<file path="config.mk">
export PLATFORM = sky130hd
export DESIGN_NAME = sdram_init_sched
export DESIGN_NICKNAME = d
export VERILOG_FILES = /design/src/rtl/sdram_init_sched.sv
export SDC_FILE = /design/constraint.sdc
export NUM_CORES = 1
export LEC_CHECK = 0
export ABC_AREA = 1
export ABC_CLOCK_PERIOD_IN_PS = 3120
export CAP_MARGIN = 20
export CORE_UTILIZATION = 35
export DETAILED_ROUTE_END_ITERATION = 10
export HOLD_SLACK_MARGIN = 0.06
export SYNTH_ARGS = -nofsm -noshare
export SYNTH_HDL_FRONTEND = slang
export SYNTH_SLANG_ARGS = --single-unit
</file>
<file path="constraint.sdc">
create_clock -name clk -period 3.12 [get_ports clk]
set_clock_uncertainty 0.15 [all_clocks]
set_input_delay 0.312 -clock clk [delete_from_list [all_inputs] [get_ports clk]]
set_output_delay 0.312 -clock clk [all_outputs]
set_load 0.1 [all_outputs]
</file>
<file path="src/rtl/sdram_init_sched.sv">
`timescale 1ns/1ps
// sdram_init_sched: SDRAM power-up initialisation sequencer, periodic
// auto-refresh scheduler and two-requester round-robin ownership arbiter.
// All outputs decode from registered state, so they change only on clk
// or on the asynchronous reset.
module sdram_init_sched #(
  parameter int unsigned T_PWR    = 10000,
  parameter int unsigned T_RP     = 2,
  parameter int unsigned T_RFC    = 7,
  parameter int unsigned T_MRD    = 2,
  parameter int unsigned REF_INT  = 780,
  parameter logic [12:0] MODE_VAL = 13'h0033
) (
  input  logic        clk,
  input  logic        pwr_reset_n,
  input  logic [1:0]  req,
  output logic [1:0]  gnt,
  output logic [3:0]  cmd,
  output logic [12:0] addr,
  output logic        init_done,
  output logic        ref_busy,
  output logic [3:0]  dbg_state
);

  // Ownership handshake: a requester raises req and holds it for as long as it
  // wants the SDRAM; gnt rises the cycle after arbitration, stays up while the
  // owner's req stays up, and falls the cycle after that req falls.

  localparam logic [3:0] CMD_NOP  = 4'b0111;
  localparam logic [3:0] CMD_PRE  = 4'b0010;
  localparam logic [3:0] CMD_REF  = 4'b0001;
  localparam logic [3:0] CMD_LMR  = 4'b0000;

  // Terminal counts: a wait of N cycles ends when the counter shows N-1.
  localparam logic [15:0] PWR_LAST   = 16'(T_PWR - 1);
  localparam logic [15:0] RP_LAST    = 16'(T_RP - 1);
  localparam logic [15:0] RFC_LAST   = 16'(T_RFC - 1);
  localparam logic [15:0] MRD_LAST   = 16'(T_MRD - 1);
  localparam logic [15:0] REF_RELOAD = 16'(REF_INT - 1);

  typedef enum logic [3:0] {
    S_WAIT_PWR  = 4'd0,
    S_PRE       = 4'd1,
    S_WAIT_RP   = 4'd2,
    S_REF1      = 4'd3,
    S_WAIT_RFC1 = 4'd4,
    S_REF2      = 4'd5,
    S_WAIT_RFC2 = 4'd6,
    S_LMR       = 4'd7,
    S_WAIT_MRD  = 4'd8,
    S_IDLE      = 4'd9,
    S_AREF      = 4'd10,
    S_WAIT_RFC  = 4'd11,
    S_GRANT     = 4'd12
  } state_t;

  state_t      state, state_next;
  logic [15:0] wait_cnt;
  logic [15:0] wait_last;
  logic [15:0] ref_cnt;
  logic        is_wait;
  logic        wait_done;
  logic        ref_pend;
  logic        last_gnt;
  logic        pick;

  assign dbg_state = state;
  assign wait_done = is_wait && (wait_cnt == wait_last);
  // Both requesting: take the one not served last; otherwise the lone requester.
  assign pick      = (req == 2'b11) ? ~last_gnt : req[1];

  // Select the terminal count for whichever timed wait state is active.
  always_comb begin
    is_wait   = 1'b1;
    wait_last = 16'd0;
    case (state)
      S_WAIT_PWR:                          wait_last = PWR_LAST;
      S_WAIT_RP:                           wait_last = RP_LAST;
      S_WAIT_RFC1, S_WAIT_RFC2, S_WAIT_RFC: wait_last = RFC_LAST;
      S_WAIT_MRD:                          wait_last = MRD_LAST;
      default:                             is_wait   = 1'b0;
    endcase
  end

  // Next-state decision and per-state command/status decode.
  always_comb begin
    state_next = state;
    gnt        = 2'b00;
    cmd        = CMD_NOP;
    addr       = 13'h0000;
    init_done  = 1'b0;
    ref_busy   = 1'b0;
    case (state)
      S_WAIT_PWR:  if (wait_done) state_next = S_PRE;
      S_PRE: begin
        cmd        = CMD_PRE;
        addr       = 13'h0400;  // A10 high: precharge all banks
        state_next = S_WAIT_RP;
      end
      S_WAIT_RP:   if (wait_done) state_next = S_REF1;
      S_REF1: begin
        cmd        = CMD_REF;
        ref_busy   = 1'b1;
        state_next = S_WAIT_RFC1;
      end
      S_WAIT_RFC1: begin
        ref_busy = 1'b1;
        if (wait_done) state_next = S_REF2;
      end
      S_REF2: begin
        cmd        = CMD_REF;
        ref_busy   = 1'b1;
        state_next = S_WAIT_RFC2;
      end
      S_WAIT_RFC2: begin
        ref_busy = 1'b1;
        if (wait_done) state_next = S_LMR;
      end
      S_LMR: begin
        cmd        = CMD_LMR;
        addr       = MODE_VAL;
        state_next = S_WAIT_MRD;
      end
      S_WAIT_MRD:  if (wait_done) state_next = S_IDLE;
      S_IDLE: begin
        init_done = 1'b1;
        // A pending refresh always beats a requester.
        if (ref_pend)            state_next = S_AREF;
        else if (req != 2'b00)   state_next = S_GRANT;
      end
      S_AREF: begin
        init_done  = 1'b1;
        ref_busy   = 1'b1;
        cmd        = CMD_REF;
        state_next = S_WAIT_RFC;
      end
      S_WAIT_RFC: begin
        init_done = 1'b1;
        ref_busy  = 1'b1;
        if (wait_done) state_next = S_IDLE;
      end
      S_GRANT: begin
        init_done = 1'b1;
        gnt       = last_gnt ? 2'b10 : 2'b01;
        // The owner keeps the SDRAM until it lets go; refresh waits.
        if (!req[last_gnt]) state_next = S_IDLE;
      end
      default:     state_next = S_WAIT_PWR;
    endcase
  end

  // State register.
  always_ff @(posedge clk or negedge pwr_reset_n) begin
    if (!pwr_reset_n) state <= S_WAIT_PWR;
    else              state <= state_next;
  end

  // Wait counter: restarts on every state change, advances only in wait states.
  always_ff @(posedge clk or negedge pwr_reset_n) begin
    if (!pwr_reset_n)             wait_cnt <= 16'd0;
    else if (state_next != state) wait_cnt <= 16'd0;
    else if (is_wait)             wait_cnt <= wait_cnt + 16'd1;
  end

  // Refresh interval timer, started on IDLE entry, feeding a single pending flag.
  always_ff @(posedge clk or negedge pwr_reset_n) begin
    if (!pwr_reset_n) begin
      ref_cnt  <= 16'd0;
      ref_pend <= 1'b0;
    end else begin
      if (state == S_WAIT_MRD && wait_done) ref_cnt <= REF_RELOAD;
      else if (init_done) begin
        if (ref_cnt == 16'd0) ref_cnt <= REF_RELOAD;
        else                  ref_cnt <= ref_cnt - 16'd1;
      end
      // A fresh expiry wins over the clear issued by the refresh command.
      if (init_done && ref_cnt == 16'd0) ref_pend <= 1'b1;
      else if (state == S_AREF)          ref_pend <= 1'b0;
    end
  end

  // Round-robin pointer: remembers the most recent owner (reset favours req[0]).
  always_ff @(posedge clk or negedge pwr_reset_n) begin
    if (!pwr_reset_n)                                   last_gnt <= 1'b1;
    else if (state == S_IDLE && state_next == S_GRANT)  last_gnt <= pick;
  end

endmodule
</file>
Word level (Yosys, flattened, before mapping)
Cells that the tools add are included.
Word-level totals
  word-level logic and storage cells: 69
  register bits: 38
  bits of input ports: 4
  output and inout port bits: 25
Cells by class
  order comparisons: 1
  eq/ne operators: 16
  bitwise operators: 1
  muxes and demuxes: 27
  add/subtract/negate cells: 2
  reductions and logical operators: 17
Operator list (count)
  $mux W16: 5
  $pmux W4 S12: 1
  $pmux W14 S3: 1
  $mux W4: 8
  $eq A4 B4 Y1 const B: 6
  $pmux W11 S2: 1
  $add A16 B1 Y16 const B: 1
  $eq A16 B16 Y1: 1
  $eq A4 B3 Y1 const B: 4
  $logic_not A16 Y1: 1
  $sub A16 B1 Y16 const B: 1
  $reduce_or A6 Y1: 2
  $pmux W3 S3: 1
  $eq A4 B2 Y1 const B: 2
  $mux W1: 8
  $reduce_bool A2 Y1: 4
  $reduce_or A3 Y1: 2
  $eq A4 B1 Y1 const B: 1
  $logic_and A1 B1 Y1: 4
  $logic_not A4 Y1: 1
  $mux W2: 2
  $ne A4 B4 Y1: 1
  $reduce_or A2 Y1: 2
  $reduce_or A4 Y1: 1
  3 further kinds: 3

Logic depth before layout (Yosys ltp)
Gate-level depths: netlist of the first run.
  depth in word-level cells: 9
  mapped depth: 16
  mapped depth without buffers: 14

Least setup slack after synthesis of the first run
No wires, ideal clock.
  kind: register -> output
  from: register state[1], in the netlist dbg_state[1]
  to: output cmd[0]
  setup slack: -1800 ps
  stages on the path, launching flop included: 5
  data arrival time: 4458 ps
  required time: 2658 ps
  buffers on the path: 1
  path through: dfrtp_1 -> buf_2 -> nand2_2 -> nor2_1 -> o21ai_0
On the way
  cells in the longest elaborated chain, start to end: 3
  elaborated cells on any way between the ends: 7
  classes of those cells: eq/ne (5); mux (1); reduce/logical (1)
Ends and longest elaborated chain
  from (decl): line 57  | state_t state, state_next;
  from (signal assigned): line 155  | else state <= state_next;
  $eq A4 B4 Y1 (tied with other cells): line 93  | case (state)
  $reduce_or A3 Y1 (no source line)
  $pmux W3 S3 *: line 93
  to (decl): line 18  | output logic [3:0] cmd,
Mark *: on every way between the ends. The rest lies on a longest branch, timed or not.

Final worst setup path of the first run
  from: register state[1], in the netlist dbg_state[1]
  to: output init_done
On the way
  cells in the longest elaborated chain, start to end: 3
  elaborated cells on any way between the ends: 6
  classes of those cells: eq/ne (4); mux (1); reduce/logical (1)
Ends and longest elaborated chain
  $eq A4 B4 Y1: line 93
  $reduce_or A4 Y1 (no source line) *
  $mux W1 *: line 93
  to (decl): line 20  | output logic init_done,
Marked as above.

==> Flow_metrics.wiki, run 1 <==
{| class="wikitable"
! Metric !! Value
|-
| Result of the run || finished, final reports clean
|-
| Clock tree from TritonCTS || done
|-
| Setup total negative slack || 0 ps
|-
| Post-route design area || 2920 µm²
|-
| Height of the chip || 88.1 µm
|-
| Launch instance of the worst register-to-register path || ref_cnt[12]
|-
| IO buf count || 19
|-
| Inserted Clock Buffers || 5
|-
| Switching share of total power || 56.8%
|-
| Initial core utilization || 36.0%
|-
| Clock latency at the later pin of the worst-skew pair || 290 ps
|-
| Final number of max-transition violations || 0
|-
| GPL Wtd Cong || 0.806
|-
| Final critical path time including I/O delays and setup || 2630 ps
|-
| Total Routed Length || 5.33 mm
|-
| Antenna cells || 0
|-
| Post-synthesis register bit count || 38
|-
| Core Footprint || 7210 µm²
|-
| Overall die area || 7770 µm²
|-
| Crit path setup slack, layout || 488 ps
|-
| Beginning of the critical path || dbg_state[1]
|-
| Post-detailed-placement half-perimeter wirelength || 3.98 mm
|-
| Final nets || 380
|-
| Worst supply voltage drop on vdd || 0.00108 V
|-
| Int Pwr || 0.00130 W
|-
| Vias in the first global route || 2111
|-
| Combinational share of power || 61.9%
|-
| Master cell of the clock root buffer || clkbuf_8
|-
| Synthesized instance count || 354
|-
| Share of the clock period used by the worst path after layout || 84.4%
|-
| Pwr dens || 1030 nW/µm²
|-
| Sequential share of power || 26.6%
|-
| Worst slew pin tran || 869 ps
|-
| Number of enable flip-flop cells after synthesis || 0
|-
| Number of failing setup endpoints in the final timing report || 0
|-
| Leak Pwr || 1.39 nW
|-
| Net switching power of the design || 0.00171 W
|-
| Synthesized cell area || 2600 µm²
|-
| Max-Cap Viols || 0
|-
| Number of warnings reported in the yosys synthesis log || 0
|-
| Critical Path Source Type || register
|-
| # DRC || 0
|-
| Number of placement rows || 31
|-
| ANT nets after route || 0
|-
| Largest net degree at the start of global routing || 39
|-
| Global-route usage over all layers || 15.1%
|-
| Number of post-CTS setup repair buffers || 0
|-
| Overall power of the completed layout || 0.00302 W
|-
| Top_reg_cell synth || dfrtp_1
|-
| Via density per instance || 4.64
|-
| Sinks on Clock Net || 38
|-
| Placed inst area || 2820 µm²
|-
| Total gr overflow || 0
|-
| Mean instance size in the synthesized netlist || 7.34 µm²
|-
| Clock power frac || 11.4%
|-
| Critical path fanouts, max || 11
|-
| Required time at the worst-slack endpoint || 2660 ps
|-
| Storage element area || 952 µm²
|-
| Chip width || 88.1 µm
|-
| Cell variety after synth || 36
|-
| Share of flip-flops with an asynchronous set or reset || 100%
|-
| Number of failing hold endpoints at the final stage || 0
|-
| Worst-case clock buffer depth || 2
|-
| Peak Freq || 0.380 GHz
|-
| Number of vias after detailed routing || 2197
|-
| Global-route wire length before repair || 9.32 mm
|-
| Fraction of the yosys area taken by sequential cells || 36.7%
|-
| Fraction of layout instances using a drive strength above 1 || 18.4%
|-
| RSZ-0062 raised after global routing || no
|-
| Arrival time at the worst endpoint || 2170 ps
|-
| Io pins || 29
|-
| Category of the most critical setup path || register to output pin
|-
| Worst-path clk slew || 90 ps
|-
| Setup Slack @ Placement || 806 ps
|-
| Hold slack || 372 ps
|-
| Area growth from synthesis to layout || 12.4%
|-
| Routed wire per std cell || 11.3 µm
|-
| DR pass1 iterations || 5
|-
| Worst min-delay path category || register to register
|-
| Detailed Route Iter0 Violations || 88
|-
| Area of the multi-input gates || 1410 µm²
|-
| Relative slew slack || 42.1%
|-
| Level count of the clock H-tree || 2
|-
| Antenna violations before repair || 0
|-
| Crit. End Element || output pin
|-
| Min-delay src || last_gnt
|-
| FILL cells || 774
|}
==> power by group through the flow <==
stage	registers, W	clock network, W	logic (W)
after floorplan	0.000902	0	0.00149
after global placement	0.000810	0	0.00187
after detailed placement	0.000813	0	0.00188
after CTS	0.000804	0.000361	0.00189
after global routing	0.000828	0.000384	0.00207
final	0.000804	0.000345	0.00187
==> metal layers <==
metal  track usage [%]  share of wire (%)  routed length (µm)  up-vias
li1                  -                  -                   -     1140
met1              20.1                 49                2600     1021
met2              25.8                 48                2560       34
met3              2.73                2.8                 147        2
met4              3.08               0.39                  21        0
met5                 0                  0                   0        -
==> cell type report <==
cell class                      instances  area share [%]
Timing Repair Buffer                   23            6.09
Clock buffer                            5            2.36
Tap cell                               99            4.24
Sequential cell                        38            32.6
Inverter                               43            5.53
Multi-Input combinational cell        262            48.4
Clock inverter                          3           0.729
==> worst max-delay path: stages, from the launching register on <==
cell,delay [ps]
dfrtp_1,530
nor2_2,100
inv_1,100
nor2_1,80
a21oi_1,540
inv_2,240
buf_4,300
==> cells by family after synthesis <==
kind of cell | share of synthesized area, %
buffers and inverters | 11.3
adders and majority gates | 1.45
muxes | 0.385
and+or+nand+nor | 34.3
DFF | 36.7
other | 0.144
AOI/OAI and AO/OA | 6.60
xor gates and xnor gates | 9.10
==> cell usage in the layout (no fill, tap or decap), types with 2 or more instances in the layout <==
| master | instances |
|---|---|
| inv_2 | 6 |
| xnor2_1 | 3 |
| ha_1 | 3 |
| o21ai_2 | 2 |
| xor2_1 | 24 |
| nor2_1 | 50 |
| buf_4 | 19 |
| o21ai_1 | 4 |
| nor3_1 | 10 |
| inv_1 | 37 |
| nand2_2 | 10 |
| nand3_1 | 23 |
| nand4_1 | 7 |
| o211ai_1 | 5 |
| o21ai_0 | 10 |
| conb_1 | 9 |
| nor2_2 | 15 |
| nor4_1 | 2 |
| dfrtp_1 | 37 |
| nor2_4 | 2 |
| clkdlybuf4s50_1 | 2 |
| clkbuf_8 | 5 |
| nand2_1 | 69 |
| a21oi_1 | 2 |
==> stage by stage <==
step	cells	utilization, %
floorplan	362	-
global placement	464	39.1
detailed placement	464	39.1
CTS	473	40.5
global route	473	40.5
finish	473	40.5
==> final timing paths <==
kind	slack [ps]	to	depth (start not counted)
setup / recovery	490	init_done	6
min in group asynchronous	510	ref_cnt[11]	2
hold / removal	370	last_gnt	2
hold reg to reg	370	last_gnt	2
max in group asynchronous	1740	dbg_state[1]	2
setup reg to reg	870	ref_cnt[0]	9
==> synth_stat cells, types with 2 or more instances <==
| cell type | n | area [µm²] |
|---|---|---|
| nand2_1 | 69 | 259 |
| nor2_1 | 53 | 199 |
| dfrtp_1 | 37 | 926 |
| inv_1 | 37 | 139 |
| xor2_1 | 24 | 210 |
| nand3_1 | 23 | 115 |
| nor2_2 | 14 | 87.6 |
| buf_4 | 13 | 97.6 |
| nor3_1 | 11 | 55.1 |
| o21ai_0 | 11 | 55.1 |
| nand2_2 | 10 | 62.6 |
| nand4_1 | 7 | 43.8 |
| inv_2 | 6 | 22.5 |
| o211ai_1 | 5 | 37.5 |
| buf_2 | 4 | 20.0 |
| o21ai_1 | 4 | 20.0 |
| ha_1 | 3 | 37.5 |
| xnor2_1 | 3 | 26.3 |
| a21oi_1 | 2 | 10.0 |
| nor4_1 | 2 | 12.5 |
==> state kept, by name, indices dropped and copies added, names as in the netlist <==
register and count:
dbg_state 4, ref_cnt 16, wait_cnt 16, last_gnt 1, ref_pend 1
==> timing repair <==
item,CTS,global route
setup endpoints to repair,0,0
gates resized for setup,0,0
hold buffers,1,0
endpoints found under the hold margin,37,0
No activity file was read; power rests on OpenSTA's default activity.
==> inputs of run 2 (changes only) <==
--- a/config.mk
+++ b/config.mk
@@ -6,7 +6,7 @@
 export NUM_CORES = 1
 export LEC_CHECK = 0
 export ABC_AREA = 1
-export ABC_CLOCK_PERIOD_IN_PS = 3120
+export ABC_CLOCK_PERIOD_IN_PS = 2550
 export CAP_MARGIN = 20
 export CORE_UTILIZATION = 35
 export DETAILED_ROUTE_END_ITERATION = 10
==> constraint.sdc (replaced) <==
create_clock -name clk -period 2.55 [get_ports clk]
set_clock_uncertainty 0.15 [all_clocks]
set_input_delay 0.255 -clock clk [delete_from_list [all_inputs] [get_ports clk]]
set_output_delay 0.255 -clock clk [all_outputs]
set_load 0.1 [all_outputs]
==> Flow_metrics.wiki, run 2 (same netlist as run 1, synthesis figures left out) <==
{| class="wikitable"
! Metric !! Value
|-
| Result of the run || finished, final reports clean
|-
| GPL Wtd Cong || 0.838 (+4.0%)
|-
| Area growth from synthesis to layout || 18.7%
|-
| Delay contributed by the slowest stage of the critical path || 550 ps (about the same)
|-
| Critical path fanouts, max || 11 (unchanged)
|-
| Number of failing setup endpoints in the final timing report || 0 (unchanged)
|-
| Topmost layer with routed signal wires || met4
|-
| Crit. path cell count || 6 (unchanged)
|-
| Launch instance of the worst register-to-register path || dbg_state[3]
|-
| Relative slew slack || 52.6% (+11 points)
|-
| Hold Crit Depth || 2 (unchanged)
|-
| Sinks on Clock Net || 38 (unchanged)
|-
| Endpoint of the lowest-slack register-to-register path || wait_cnt[2]
|-
| Slack of the worst reg-to-reg path || 400 ps (-470 ps)
|-
| Met3 routed WL || 183 µm (+24%)
|-
| Worst supply voltage drop on vdd || 0.00107 V (-0.42%)
|-
| Peak Freq || 0.430 GHz
|-
| Crit path max-delay family || flip-flops
|-
| Worst-case hold path end point || ref_cnt[1]
|-
| Crit path buf inv count || 3 (unchanged)
|-
| Setup total negative slack || 0 ps (unchanged)
|-
| Leak Pwr || 1.43 nW (+3.2%)
|-
| Pwr dens || 1260 nW/µm² (+22%)
|-
| Critical path cell sequence || nor2_2 -> inv_1 -> nor2_1 -> a21oi_2 -> inv_2 -> buf_12
|-
| RSZ-0062 raised after global routing || no
|-
| ANT nets after route || 0 (unchanged)
|-
| Total Routed Length || 5.48 mm (+2.8%)
|-
| R2r worst-path depth || 11 (+2)
|-
| Wire length the detailed router placed on met1 || 2.73 mm (+5.0%)
|-
| Vias in the first global route || 2048 (-3.0%)
|-
| Number of vias after detailed routing || 2204 (+0.32%)
|-
| Antenna violations before repair || 0 (unchanged)
|-
| Via density per instance || 4.65 (+0.11%)
|-
| Number of placement rows || 31 (unchanged)
|-
| Final std cells w/o fill || 474 (+0.21%)
|-
| Chip width || 88.1 µm (unchanged)
|-
| Global-route usage over all layers || 15.6% (+0.45 points)
|-
| Crit path setup slack, layout || 223 ps (-264 ps)
|-
| Final critical path time including I/O delays and setup || 2330 ps
|-
| Crit. End Element || output pin
|-
| Worst-path clk slew || 80 ps (about the same)
|-
| Share of the clock period used by the worst path after layout || 91.2%
|-
| Fraction of layout instances using a drive strength above 1 || 20.5% (+2.1 points)
|-
| Setup Slack @ Placement || 349 ps (-457 ps)
|-
| Number of post-CTS setup repair buffers || 0 (unchanged)
|-
| IO buf count || 19 (unchanged)
|-
| Final nets || 381 (+0.26%)
|-
| Clock latency at the later pin of the worst-skew pair || 300 ps (about the same)
|-
| Cells after DPL || 465 (+0.22%)
|-
| Number of failing hold endpoints at the final stage || 0 (unchanged)
|-
| Total gr overflow || 0 (unchanged)
|-
| Routed wire per std cell || 11.6 µm (+2.6%)
|-
| Overall die area || 7770 µm² (unchanged)
|-
| # DRC || 0 (unchanged)
|-
| Critical Path Source Type || register
|-
| Core Footprint || 7210 µm² (unchanged)
|-
| Required time at the worst-slack endpoint || 2140 ps (-520 ps)
|-
| Master cell of the clock root buffer || clkbuf_8
|-
| Arrival time at the worst endpoint || 1920 ps (-250 ps)
|-
| Inserted Clock Buffers || 5 (unchanged)
|-
| Max-Cap Viols || 0 (unchanged)
|-
| Io pins || 29 (unchanged)
|-
| Initial core utilization || 36.0% (unchanged)
|-
| Worst slew pin tran || 711 ps (-158 ps)
|-
| Detailed-routed wire length on met2 || 2.50 mm (-2.5%)
|-
| Category of the most critical setup path || register to output pin
|-
| Detailed Route Iter0 Violations || 110 (+25%)
|-
| Worst-case clock buffer depth || 2 (unchanged)
|-
| Largest net degree at the start of global routing || 32 (-18%)
|-
| Commonest non-fill, non-tap cells in the layout || nand2_1, nor2_1, inv_1, dfrtp_1, xor2_1
|-
| Most common cell after layout, fill and taps aside || nand2_1
|-
| Min-delay src || ref_cnt[1]
|-
| Height of the chip || 88.1 µm (unchanged)
|-
| Clock tree from TritonCTS || done
|-
| Worst min-delay path category || register to register
|-
| DR pass1 iterations || 4 (-1)
|-
| Antenna cells || 0 (unchanged)
|-
| Slowest library cell on the worst path || dfrtp_4
|-
| Level count of the clock H-tree || 2 (unchanged)
|-
| Global-route wire length before repair || 9.34 mm (+0.29%)
|-
| Final number of max-transition violations || 0 (unchanged)
|-
| Post-detailed-placement half-perimeter wirelength || 4.13 mm (+3.8%)
|}
==> run 2: cell types whose count changed in the layout (fill, tap and decap cells not counted), moves of 3 or more <==
cell,before,now
dfrtp_1,37,33
nor2_1,50,47
buf_12,0,11
buf_4,19,9
==> run 2: worst max path at each step <==
stage | slack [ps] | endpoint | startpoint
5_1_grt | 60 | init_done | dbg_state[1]
3_3_place_gp | 360 | wait_cnt[2] | req[1]
2_1_floorplan | 10 | cmd[0] | dbg_state[3]
3_5_place_dp | 350 | wait_cnt[2] | req[1]
6_report | 220 | init_done | dbg_state[1]
4_1_cts | 10 | init_done | dbg_state[1]
==> run 2: what timing repair did <==
item,CTS,global route
resized for setup,0,1
hold buffers,1,0
setup endpoints to repair,0,1
hold endpoints to repair,29,0
==> run 2: through the flow <==
stage          hold WS (ps)  util (%)  area [µm²]  total power, W
2_1_floorplan          -191         -        2690         0.00296
3_3_place_gp            195      41.4        2990         0.00347
3_5_place_dp            202      41.4        2990         0.00350
4_1_cts                 381      42.7        3080         0.00392
5_1_grt                 406      42.7        3080         0.00417
6_report                371      42.7        3080         0.00389
==> run 2: area by class of cell <==
class | instances | area, µm²
Clock buffer | 6 | 72.6
Clock inverter | 2 | 10.0
Sequential cell | 38 | 962
Multi-Input combinational cell | 262 | 1430
Tap cell | 99 | 124
Timing Repair Buffer | 24 | 323
Fill cell | 769 | 4130
Inverter | 43 | 161
==> run 2: layer usage <==
| layer | GRT usage [%] | vias to the layer above |
|---|---|---|
| met2 | 25.2 | 36 |
| met1 | 20.9 | 1020 |
| met4 | 5.28 | 0 |
| li1 | - | 1141 |
| met3 | 3.02 | 7 |
| met5 | 0 | - |
==> run 2: worst min-delay path: stages, from the launching register on <==
cell	delay, ps
dfrtp_1	350
nand2_1	50
o211ai_1	80
==> run 2: where the power goes <==
part           switching, W  leakage, nW  internal (W)
sequential         0.000223        0.502      0.000786
combinational       0.00171        0.887      0.000767
clock              0.000217       0.0450      0.000190
